==> config.mk <==
export PLATFORM = sky130hd
export DESIGN_NAME = pipe_stage_reg
export DESIGN_NICKNAME = d
export VERILOG_FILES = /design/src/rtl/pipe_pkg.sv /design/src/rtl/sat_counter.sv /design/src/rtl/pipe_stage_reg.sv
export SDC_FILE = /design/constraint.sdc
export NUM_CORES = 1
export LEC_CHECK = 0
export ABC_AREA = 1
export CAP_MARGIN = 20
export CORE_MARGIN = 5
export CORE_UTILIZATION = 35
export CTS_BUF_LIST = sky130_fd_sc_hd__clkbuf_4
export DETAILED_ROUTE_END_ITERATION = 16
export PLACE_DENSITY = 0.61
export SYNTH_ARGS = -nofsm -noshare
export SYNTH_HDL_FRONTEND = slang
export SYNTH_SLANG_ARGS = --single-unit
==> constraint.sdc <==
create_clock -name Clk -period 2.5 [get_ports Clk]
set_clock_uncertainty 0.1 [all_clocks]
set_input_delay 0.75 -clock Clk [delete_from_list [all_inputs] [get_ports Clk]]
set_output_delay 0.75 -clock Clk [all_outputs]
set_load 0.01 [all_outputs]
==> src/rtl/pipe_pkg.sv <==
// Shared types and constants for the pipeline stage register family.
// Also holds the EX/MEM control/data bundle layouts and their pack/unpack helpers.
package pipe_pkg;

    typedef enum logic [1:0] {
        ST_EMPTY = 2'd0,
        ST_ONE   = 2'd1,
        ST_FULL  = 2'd2
    } state_t;

    localparam int unsigned CTRL_W_EXMEM = 11;
    localparam int unsigned DATA_W_EXMEM = 101;

    // EX/MEM control bundle bit positions, MSB first
    localparam int unsigned CTRL_REGWRITE_OFF  = 10;
    localparam int unsigned CTRL_MEMTOREG_OFF  = 9;
    localparam int unsigned CTRL_LSEL_OFF      = 6;
    localparam int unsigned CTRL_LSEL_W        = 3;
    localparam int unsigned CTRL_SSEL_OFF      = 4;
    localparam int unsigned CTRL_SSEL_W        = 2;
    localparam int unsigned CTRL_MEMWRITE_OFF  = 3;
    localparam int unsigned CTRL_MEMREAD_OFF   = 2;
    localparam int unsigned CTRL_WE_OFF        = 1;
    localparam int unsigned CTRL_WDSEL_OFF     = 0;

    localparam int unsigned DATA_ALU_OFF       = 69;
    localparam int unsigned DATA_FWDB_OFF      = 37;
    localparam int unsigned DATA_REGDST_OFF    = 32;
    localparam int unsigned DATA_PCP4_OFF      = 0;

    typedef struct packed {
        logic       reg_write;
        logic       mem_to_reg;
        logic [2:0] lsel;
        logic [1:0] ssel;
        logic       mem_write;
        logic       mem_read;
        logic       write_enable;
        logic       write_data_sel;
    } exmem_ctrl_t;

    typedef struct packed {
        logic [31:0] alu_result;
        logic [31:0] forward_mux_b;
        logic [4:0]  reg_dst;
        logic [31:0] pc_plus4;
    } exmem_data_t;

    function automatic logic [CTRL_W_EXMEM-1:0] pack_exmem_ctrl(input exmem_ctrl_t c);
        return CTRL_W_EXMEM'(c);
    endfunction

    function automatic exmem_ctrl_t unpack_exmem_ctrl(input logic [CTRL_W_EXMEM-1:0] v);
        return exmem_ctrl_t'(v);
    endfunction

    function automatic logic [DATA_W_EXMEM-1:0] pack_exmem_data(input exmem_data_t d);
        return DATA_W_EXMEM'(d);
    endfunction

    function automatic exmem_data_t unpack_exmem_data(input logic [DATA_W_EXMEM-1:0] v);
        return exmem_data_t'(v);
    endfunction

endpackage

==> src/rtl/sat_counter.sv <==
// Saturating up-counter; holds at all-ones instead of wrapping.
module sat_counter #(
    parameter int unsigned W = 16
) (
    input  logic         Clk,
    input  logic         Rst,
    input  logic         inc,
    output logic [W-1:0] count
);

    always_ff @(posedge Clk) begin
        if (Rst) begin
            count <= '0;
        end else if (inc && (count != {W{1'b1}})) begin
            count <= count + W'(1);
        end
    end

endmodule

==> src/rtl/pipe_stage_reg.sv <==
// Flow-controlled pipeline stage register with optional 2-entry skid buffer,
// synchronous flush with bubble insertion and a saturating stall counter.
module pipe_stage_reg
    import pipe_pkg::*;
#(
    parameter int unsigned CTRL_W = CTRL_W_EXMEM,
    parameter int unsigned DATA_W = DATA_W_EXMEM,
    parameter int unsigned SKID   = 1,
    parameter int unsigned CNT_W  = 16
) (
    input  logic              Clk,
    input  logic              Rst,
    input  logic              in_valid,
    output logic              in_ready,
    input  logic [CTRL_W-1:0] in_ctrl,
    input  logic [DATA_W-1:0] in_data,
    input  logic              flush,
    output logic              out_valid,
    input  logic              out_ready,
    output logic [CTRL_W-1:0] out_ctrl,
    output logic [DATA_W-1:0] out_data,
    output logic [CNT_W-1:0]  stall_cnt
);

    state_t            state, state_n;
    logic [CTRL_W-1:0] m_ctrl, m_ctrl_n, s_ctrl, s_ctrl_n;
    logic [DATA_W-1:0] m_data, m_data_n, s_data, s_data_n;
    logic              valid_q, valid_n;
    logic              rdy_q, rdy_n;
    logic              accept, pop;
    logic              stall_inc;

    // Registered ready in skid mode; otherwise ready passes straight through from downstream
    generate
        if (SKID != 0) begin : g_skid
            assign in_ready = rdy_q;
        end else begin : g_noskid
            assign in_ready = ~valid_q | out_ready;
        end
    endgenerate

    assign accept = in_valid & in_ready;
    assign pop    = valid_q & out_ready;

    always_ff @(posedge Clk) begin
        if (Rst) begin
            state   <= ST_EMPTY;
            m_ctrl  <= '0;
            m_data  <= '0;
            s_ctrl  <= '0;
            s_data  <= '0;
            valid_q <= 1'b0;
            rdy_q   <= 1'b1;
        end else begin
            state   <= state_n;
            m_ctrl  <= m_ctrl_n;
            m_data  <= m_data_n;
            s_ctrl  <= s_ctrl_n;
            s_data  <= s_data_n;
            valid_q <= valid_n;
            rdy_q   <= rdy_n;
        end
    end

    // Next state; every transition into EMPTY zeroes the control bundle so bubbles are inert
    always_comb begin
        state_n  = state;
        m_ctrl_n = m_ctrl;
        m_data_n = m_data;
        s_ctrl_n = s_ctrl;
        s_data_n = s_data;

        if (flush) begin
            state_n  = ST_EMPTY;
            m_ctrl_n = '0;
        end else begin
            case (state)
                ST_EMPTY: begin
                    if (accept) begin
                        state_n  = ST_ONE;
                        m_ctrl_n = in_ctrl;
                        m_data_n = in_data;
                    end
                end
                ST_ONE: begin
                    if (accept && pop) begin
                        m_ctrl_n = in_ctrl;
                        m_data_n = in_data;
                    end else if (accept) begin
                        if (SKID != 0) begin
                            state_n  = ST_FULL;
                            s_ctrl_n = in_ctrl;
                            s_data_n = in_data;
                        end
                    end else if (pop) begin
                        state_n  = ST_EMPTY;
                        m_ctrl_n = '0;
                    end
                end
                ST_FULL: begin
                    if (pop) begin
                        state_n  = ST_ONE;
                        m_ctrl_n = s_ctrl;
                        m_data_n = s_data;
                    end
                end
                default: begin
                    state_n  = ST_EMPTY;
                    m_ctrl_n = '0;
                end
            endcase
        end

        valid_n = (state_n != ST_EMPTY);
        rdy_n   = (state_n != ST_FULL);
    end

    assign out_valid = valid_q;
    assign out_ctrl  = m_ctrl;
    assign out_data  = m_data;

    assign stall_inc = valid_q & ~out_ready;

    sat_counter #(
        .W(CNT_W)
    ) u_stall_cnt (
        .Clk  (Clk),
        .Rst  (Rst),
        .inc  (stall_inc),
        .count(stall_cnt)
    );

endmodule

==> metrics.md, run 1 <==
| Metric | Value |
|---|---|
| Max_slew headroom | `63.7%` |
| Die width | `roughly 190 µm` |
| Largest net degree at the start of global routing | `just under 100` |
| DR vias/cell | `4.63` |
| Antenna-violating nets left | `0` |
| CTS Buffer Depth | `3` |
| Slowest CP cell | `clkdlybuf4s50_1` |
| Tot Pwr | `9260 µW` |
| Mapped Nets | `1842` |
| Most frequent cell after synthesis | `nand2_1` |
| Worst Max-Slew Pin Slew | `545 ps` |
| #FFs+latches synth | `approximately 240` |
| Peak VDD IR | `0.358 mV` |
| Register area share after synthesis | `44.8%` |
| RR Endpoint | `out_data[61]$_SDFFE_PP0P_` |
| Root Buffer | `clkbuf_4` |
| CP required | `between 1500 and 2000 ps` |
| IO Count | `between 200 and 250` |
| Reg clk slew, reported paths | `roughly 60 ps` |
| DP HPWL | `around 22 mm` |
| Hold buffer count at cts | `0` |
| Final hold violations | `0` |
| First-pass DRT Iterations | `5` |
| Crit Path Class | `reg2out` |
| Clk Latency, worst-skew pair | `about 640 ps` |
| Die height | `186 µm` |
| Post-Syn Instances | `1724` |
| Hold EP | `s_ctrl[10]$_SDFFE_PP0P_` |
| Endpoints failing setup | `0` |
| Power share of the clock group | `39.7%` |
| DRT Wirelength | `33.3 mm` |
| Max Fclk | `413 MHz` |
| RSZ-0062 raised after global routing | `false` |
| Core Box Area | `around 31000 µm²` |
| # rows | `64` |
| Cell family with most CP delay | `buffers and inverters` |
| CP max FO | `2` |
| TritonCTS clock tree | `yes` |
| DRC | `0` |
| Outcome | `completed` |
| Port bufs | `246` |
| Nature of the critical path endpoint | `output pin` |
| Hold_sp | `s_ctrl[10]$_SDFFE_PP0P_` |
| Sw frac | `27.0%` |
| Total grt overflow | `0` |
| Lkg Pwr | `0.00688 µW` |
| Nets | `2092` |
| Ys Warns | `0` |
| Sequential share of power | `45.1%` |
| H-tree depth reported by CTS | `3` |
| WL/cell | `13.8 µm` |
| Min-Delay Path Class | `reg2reg` |
| Reg-to-reg slack, setup | `between 500 and 600 ps` |
| Cell Chain, Critical Path | `clkdlybuf4s50_1` |
| Number of synthesized flops with an enable pin | `0` |
| Post-synth top area share | `about 45%` |
| Pwr/cell area | `~630 nW/µm²` |
| Post-route clock period utilization | `a little over nine tenths` |
| Commonest cells in the netlist | `nand2_1 (725), dfxtp_1 (244), nor2_1 (230)` |
| Asr flop ratio synth | `0%` |
| Num CTS Buffers | `71` |
| Iter 0 DRT Violations | `592` |
| Worst r2r src | `state[1]$_SDFF_PP0_` |
| Setup TNS | `0 ps` |
| GP Congestion | `0.767` |
| Synthesized area per cell | `6.32 µm²` |
| Yosys cell types | `19` |
| Crit-path max cell delay | `between 600 and 700 ps` |
| Arr. time, crit path | `1570 ps` |
| Synth Cell Area | `10900 µm²` |
| Gate power share | `about 15%` |
| Top FF cell, synth | `dfxtp_1` |
| Worst Path Buf+Inv | `1` |
| Max-cap violations | `0` |
| Synth area leaders | `dfxtp_1 (45%), nand2_1 (25%), nor2_1 (7.9%)` |
| Initial antenna violation count | `6` |
| P_int | `6760 µW` |
| Synth area leader | `dfxtp_1` |
| Vias | `roughly 11k` |
| Die Area | `34800 µm²` |
| Share of cells above drive strength 1 | `roughly 8%` |
| Vias in the first global route | `10.8k` |
| Initial Util | `35.5%` |
| Hold path cells | `2` |
| Final Max Tran Viols | `0` |
| Cell depth of the worst flop-to-flop path | `8` |
| P&R area growth vs syn | `35.6%` |
| First-pass GRT wire length | `55.3 mm` |
| Minimum clock period | `about 2400 ps` |
| GRT Util Overall | `18.7%` |
| CP Launch Type | `register` |
| Sw Pwr | `2500 µW` |
| # clock sinks | `244` |
==> per-stage QoR <==
stage / worst slack [ps] / util, % / hold slack (ps) / instance area [µm²] / std cells
after floorplan: 486 / - / 340 / 10900 / 1724
after global placement: -69.9 / 45.4 / 347 / 13900 / 2297
after detailed placement: -107 / 45.4 / 351 / 13900 / 2297
after CTS: 0.706 / 48.1 / 311 / 14800 / 2409
after global routing: 0.978 / 48.2 / 338 / 14800 / 2410
final: 80.5 / 48.2 / 358 / 14800 / 2410
==> per-layer routing <==
| metal | share of wire (%) | track usage (%) |
|---|---|---|
| met1 | 45 | 23.2 |
| met2 | 46 | 30.5 |
| met3 | 7.3 | 6.35 |
| met4 | 2.1 | 6.22 |
| met5 | 0.23 | 0 |
==> how the worst max path moves through the flow <==
stage,start,endpoint,slack [ps],cells past startpoint
after floorplan,out_ready,s_data[20]$_SDFFE_PP0P_,490,8
after global placement,out_ready,out_data[24]$_SDFFE_PP0P_,-70,10
after detailed placement,out_ready,out_data[22]$_SDFFE_PP0P_,-110,10
after CTS,out_data[63]$_SDFFE_PP0P_,out_data[63],0.7,1
after global routing,out_ctrl[0]$_SDFFE_PP0P_,out_ctrl[0],1,1
final,out_ctrl[5]$_SDFFE_PP0P_,out_ctrl[5],80,1
==> cell usage in the layout, fill, tap and decap left out, drive strengths merged, types with 6 or more instances in the layout <==
master         count
buf               44
clkdlybuf4s50    201
inv              120
a21oi            138
nand3            135
nand4              6
dfxtp            244
clkinv            11
dlygate4sd2       33
clkbuf            99
dlymetal6s2s      11
nor2             231
nand2            725
==> flip-flops by register name (all words and copies together), names as in the netlist <==
signal,cells
s_data,101
out_ctrl,11
out_valid,1
u_stall_cnt.count,16
in_ready,1
out_data,101
s_ctrl,11
state,2
==> final cells by class <==
type | count | area, µm²
Antenna cell | 1 | 2.50
Clock buffer | 99 | 743
Clock inverter | 13 | 110
Fill cell | 3142 | 15900
Inverter | 121 | 460
Multi-Input combinational cell | 1247 | 5110
Sequential cell | 244 | 4890
Tap cell | 396 | 495
Timing Repair Buffer | 289 | 2970
==> power by group through the flow <==
stage,clock [µW],sequential [µW],combinational (µW)
after floorplan,0,4320,615
after global placement,0,4260,1430
after detailed placement,0,4270,1440
after CTS,3850,4180,1430
after global routing,4080,4200,1570
final,3670,4180,1410
==> cells by family (layout without fill, tap and decap cells) <==
family | after synthesis | in the layout | synth area share (%)
buf+inv | 233 | 522 | 8.46
xor+xnor | 6 | 6 | 0.482
other cells | 0 | 1 | 0
simple gates | 1099 | 1099 | 39.6
fa+ha+maj | 1 | 1 | 0.115
compound gates | 141 | 141 | 6.51
flops | 244 | 244 | 44.8
==> timing repair <==
item	4_1_cts	5_1_grt
resized for setup	39	11
buffers inserted	0	0
endpoints found under the setup margin	34	11
(Power assumes the default switching activity.)
==> run 2, diff against run 1 <==
CORE_ASPECT_RATIO = 1.75   (was default)
==> metrics.md, run 2 (synthesis gave the netlist of run 1 again) <==
| Metric | Value |
|---|---|
| Nature of the critical path endpoint | `output pin` |
| Die height | `243 µm` |
| Port bufs | `246` |
| Lkg Pwr | `0.00700 µW` |
| First-pass GRT wire length | `approximately 55 mm` |
| H-tree depth reported by CTS | `2` |
| Post-place instance area | `13900 µm²` |
| DP HPWL | `between 20 and 25 mm` |
| Final hold slack | `between 300 and 400 ps` |
| Vias in the first global route | `10.6k` |
| Cell family with most CP delay | `flip-flops` |
| Min-Delay Path Class | `reg2reg` |
| Minimum clock period | `2340 ps` |
| Peak VDD IR | `between 0.3 and 0.4 mV` |
| Slowest CP cell | `dfxtp_1` |
| GRT Util Overall | `just under 20%` |
| Hold buffer count at cts | `0` |
| Outcome | `completed` |
| Nets | `roughly 2.1k` |
| Tot Pwr | `8840 µW` |
| Cell Chain, Critical Path | `dlygate4sd2_1` |
| GP Congestion | `0.800` |
| Die width | `roughly 140 µm` |
| Worst Max-Slew Pin Slew | `about 700 ps` |
| Hold_sp | `s_data[76]$_SDFFE_PP0P_` |
| WL/cell | `roughly 14 µm` |
| RR Endpoint | `out_ctrl[7]$_SDFFE_PP0P_` |
| Fin util | `47.1%` |
| CP required | `roughly 1700 ps` |
| Commonest non-fill, non-tap cell in the layout | `nand2_1` |
| TritonCTS clock tree | `yes` |
| Worst r2r src | `state[1]$_SDFF_PP0_` |
| CP max FO | `6` |
| Initial antenna violation count | `8` |
| RSZ-0062 raised after global routing | `false` |
| # clock sinks | `between 200 and 250` |
| Finished Cell Area | `14500 µm²` |
| Final hold violations | `0` |
| Hold EP | `s_data[76]$_SDFFE_PP0P_` |
| DRC | `0` |
| Max_slew headroom | `53.1%` |
| IO Count | `247` |
| # rows | `85` |
| Crit Path Class | `reg2out` |
| First-pass DRT Iterations | `5` |
| Cell depth of the worst flop-to-flop path | `7` |
| Crit-path max cell delay | `~440 ps` |
| P&R area growth vs syn | `32.9%` |
| Max Fclk | `428 MHz` |
| Max-cap violations | `0` |
| DR vias/cell | `4.66` |
| Worst Path Buf+Inv | `1` |
| Initial Util | `35.5%` |
| Largest net degree at the start of global routing | `~130` |
| Die Area | `34900 µm²` |
| # fillers | `~3.3k` |
| Share of cells above drive strength 1 | `7.60%` |
| Reg-to-reg slack, setup | `660 ps` |
| Post-route clock period utilization | `93.6%` |
| Antenna-violating nets left | `0` |
| Final Max Tran Viols | `0` |
| Clk Latency, worst-skew pair | `between 700 and 800 ps` |
| Most frequent cells in the layout | `nand2_1 (724), dfxtp_1 (236), nor2_1 (230), a21oi_1 (138), nand3_1 (135)` |
| Num CTS Buffers | `61` |
| Total grt overflow | `0` |
| Core Box Area | `30700 µm²` |
| CP Launch Type | `register` |
| Pwr/cell area | `610 nW/µm²` |
| Vias | `11.2k` |
| Iter 0 DRT Violations | `514` |
| Root Buffer | `clkbuf_4` |
| Hold path cells | `2` |
| Endpoints failing setup | `0` |
| DRT Wirelength | `34.6 mm` |
| CTS Buffer Depth | `3` |
| Setup TNS | `0 ps` |
| Arr. time, crit path | `1490 ps` |
| Reg clk slew, reported paths | `70 ps` |
==> run 2: through the flow <==
| step | cells | setup slack, ps |
|---|---|---|
| after floorplan | 1724 | 486 |
| after global placement | 2285 | -42.2 |
| after detailed placement | 2285 | -105 |
| after CTS | 2390 | 43.5 |
| after global routing | 2397 | 31.1 |
| final | 2397 | 161 |
==> run 2: area by class of cell <==
cell class                      instances  area [µm²]  share of cell area [%]
Antenna cell                            7        17.5                   0.121
Clock buffer                           97         728                    5.03
Clock inverter                          8        31.3                   0.216
Inverter                              121         459                    3.17
Multi-Input combinational cell       1247        5110                    35.3
Sequential cell                       244        4890                    33.8
Tap cell                              391         489                    3.38
Timing Repair Buffer                  282        2760                    19.0
==> run 2: worst max-delay path by stage <==
stage	from	endpoint	slack, ps	depth (start not counted)
finish	u_stall_cnt.count[2]$_SDFFE_PP0P_	stall_cnt[2]	160	1
global route	u_stall_cnt.count[2]$_SDFFE_PP0P_	stall_cnt[2]	30	1
CTS	u_stall_cnt.count[2]$_SDFFE_PP0P_	stall_cnt[2]	40	1
detailed placement	out_ready	out_data[42]$_SDFFE_PP0P_	-100	8
global placement	out_ready	s_data[49]$_SDFFE_PP0P_	-40	8
floorplan	out_ready	s_data[20]$_SDFFE_PP0P_	490	8
==> run 2: power by group <==
group | internal (µW) | total, µW | switching, µW | leakage [µW]
Sequential | 4070 | 4180 | 106 | 0.00199
Combinational | 579 | 1310 | 728 | 0.00454
Clock | 1730 | 3360 | 1620 | 0.000464
Total | 6390 | 8840 | 2460 | 0.00700
==> run 2: timing repair <==
item,in CTS,in global routing
gates resized for setup,138,0
buffers inserted,0,0
setup endpoints to repair,130,0
==> run 2: layer usage <==
| layer | part of all wire [%] | global-route usage [%] | up-vias |
|---|---|---|---|
| met5 | 0.038 | 0 | - |
| met4 | 3.2 | 8.37 | 2 |
| met3 | 6.1 | 4.81 | 64 |
| met2 | 53 | 35.4 | 271 |
| met1 | 38 | 21.0 | 5035 |
| li1 | - | - | 5792 |
==> run 3, diff against run 2 <==
PLACE_DENSITY = default   (was 0.61)
PLACE_DENSITY_LB_ADDON = 0.2   (was default)
==> metrics.md, run 3 (synthesis gave the netlist of run 1 again) <==
| Metric | Value |
|---|---|
| Vias | `11.2k` |
| IO Count | `between 200 and 250` |
| Footprint of the multi-input gates | `5110 µm²` |
| CP max FO | `6` |
| Most frequent cells in the layout | `nand2_1 (724), dfxtp_1 (236), nor2_1 (230), a21oi_1 (138), nand3_1 (135)` |
| Iter 0 DRT Violations | `511` |
| DRC | `0` |
| H-tree depth reported by CTS | `2` |
| Die width | `roughly 140 µm` |
| Min-Delay Path Class | `reg2reg` |
| Fin util | `a little under half` |
| # fillers | `3235` |
| RSZ-0062 raised after global routing | `false` |
| Initial antenna violation count | `6` |
| Port bufs | `246` |
| CP required | `roughly 1700 ps` |
| Lkg Pwr | `0.00720 µW` |
| Worst Max-Slew Pin Slew | `936 ps` |
| # clock sinks | `244` |
| Vias in the first global route | `10.6k` |
| WL/cell | `14.3 µm` |
| Final Max Tran Viols | `0` |
| Slowest CP cell | `dfxtp_1` |
| Max_slew headroom | `between 30 and 40%` |
| Hold buffer count at cts | `0` |
| Post-route clock period utilization | `93.7%` |
| Flip-flop and latch area | `between 4000 and 5000 µm²` |
| P&R area growth vs syn | `34.7%` |
| Nature of the critical path endpoint | `output pin` |
| Initial Util | `a little over a third` |
| Crit-path max cell delay | `440 ps` |
| Nets | `2087` |
| Share of cells above drive strength 1 | `7.84%` |
| GP Congestion | `0.777` |
| Cell family with most CP delay | `flip-flops` |
| Pwr/cell area | `599 nW/µm²` |
| DP Worst Slack | `-78.4 ps` |
| Setup TNS | `0 ps` |
| Setup Fix Bufs, Post-CTS | `0` |
| Tot Pwr | `8790 µW` |
| Outcome | `completed` |
| DRT Wirelength | `between 30 and 40 mm` |
| First-pass DRT Iterations | `5` |
| DP HPWL | `22.7 mm` |
| Num CTS Buffers | `59` |
| CP Launch Type | `register` |
| Worst Path Buf+Inv | `1` |
| CTS Buffer Depth | `3` |
| Minimum clock period | `2340 ps` |
| Largest net degree at the start of global routing | `126` |
| Final hold violations | `0` |
| Cell Chain, Critical Path | `dlygate4sd2_1` |
| Reg clk slew, reported paths | `about 70 ps` |
| Peak VDD IR | `0.362 mV` |
| Clk Latency, worst-skew pair | `710 ps` |
| GRT Util Overall | `slightly below 20%` |
| Crit Path Class | `reg2out` |
| First-pass GRT wire length | `roughly 55 mm` |
| Endpoints failing setup | `0` |
| Final setup margin | `157 ps` |
| # rows | `85` |
| TritonCTS clock tree | `yes` |
| Root Buffer | `clkbuf_4` |
| Max Fclk | `between 400 and 500 MHz` |
| Total grt overflow | `0` |
| Commonest non-fill, non-tap cell in the layout | `nand2_1` |
| Antenna-violating nets left | `0` |
| DR vias/cell | `4.62` |
| Core Box Area | `30700 µm²` |
| Arr. time, crit path | `approximately 1500 ps` |
| Die Area | `34900 µm²` |
| Max-cap violations | `0` |
| Die height | `243 µm` |
==> run 3: changes by cell type in the layout (fill, tap and decap cells not counted) <==
cell | previous run | this run
dlymetal6s2s_1 | 0 | 11
dlygate4sd2_1 | 130 | 119
buf_12 | 15 | 20
clkbuf_4 | 97 | 90
diode_2 | 7 | 6
inv_2 | 2 | 1
clkinv_1 | 6 | 17
buf_4 | 22 | 31
==> run 3: worst paths after layout <==
path,from,end,slack (ps),depth (start not counted)
min reg2reg,s_data[17]$_SDFFE_PP0P_,s_data[17]$_SDFFE_PP0P_,360,2
max reg2reg,state[1]$_SDFF_PP0_,out_ctrl[7]$_SDFFE_PP0P_,400,7
max,u_stall_cnt.count[2]$_SDFFE_PP0P_,stall_cnt[2],160,1
min,s_data[17]$_SDFFE_PP0P_,s_data[17]$_SDFFE_PP0P_,360,2
==> run 3: worst reg2reg max path, stage by stage (launching register included) <==
cell and delay [ps]:
dfxtp_1 430, inv_1 120, nor2_4 140, buf_4 740, nand2_1 170, nand2_1 130, nand2_1 50, a21oi_1 140
==> run 3: power breakdown <==
part | internal (µW) | switching, µW | total (µW)
registers | 4070 | 104 | 4180
logic | 613 | 736 | 1350
clock network | 1630 | 1630 | 3260
==> run 3: metal layers <==
layer	global-route usage [%]	wire (µm)
met2	34.5	17900
met1	21.6	13500
met4	7.65	895
met3	4.59	2120
met5	0	0
==> run 3: repair_timing <==
action,4_1_cts,5_1_grt
cloned,0,0
pin swaps,0,0
resized for setup,127,11
endpoints found under the setup margin,119,11
==> run 3: final cells by class <==
cell class	instances	share of cell area, %
clock inverters	18	0.469
repair buffers	296	20.2
inverters	121	3.13
clock buffers	90	4.60
well taps	391	3.33
diodes	6	0.102
multi-input cells	1247	34.8
flip-flops and latches	244	33.3
==> run 3: per-stage QoR <==
stage / cells / area, µm² / hold slack (ps)
CTS: 2407 / 14600 / 363
global placement: 2299 / 14000 / 348
global route: 2413 / 14700 / 370
finish: 2413 / 14700 / 361
floorplan: 1724 / 10900 / 340
detailed placement: 2299 / 14000 / 352
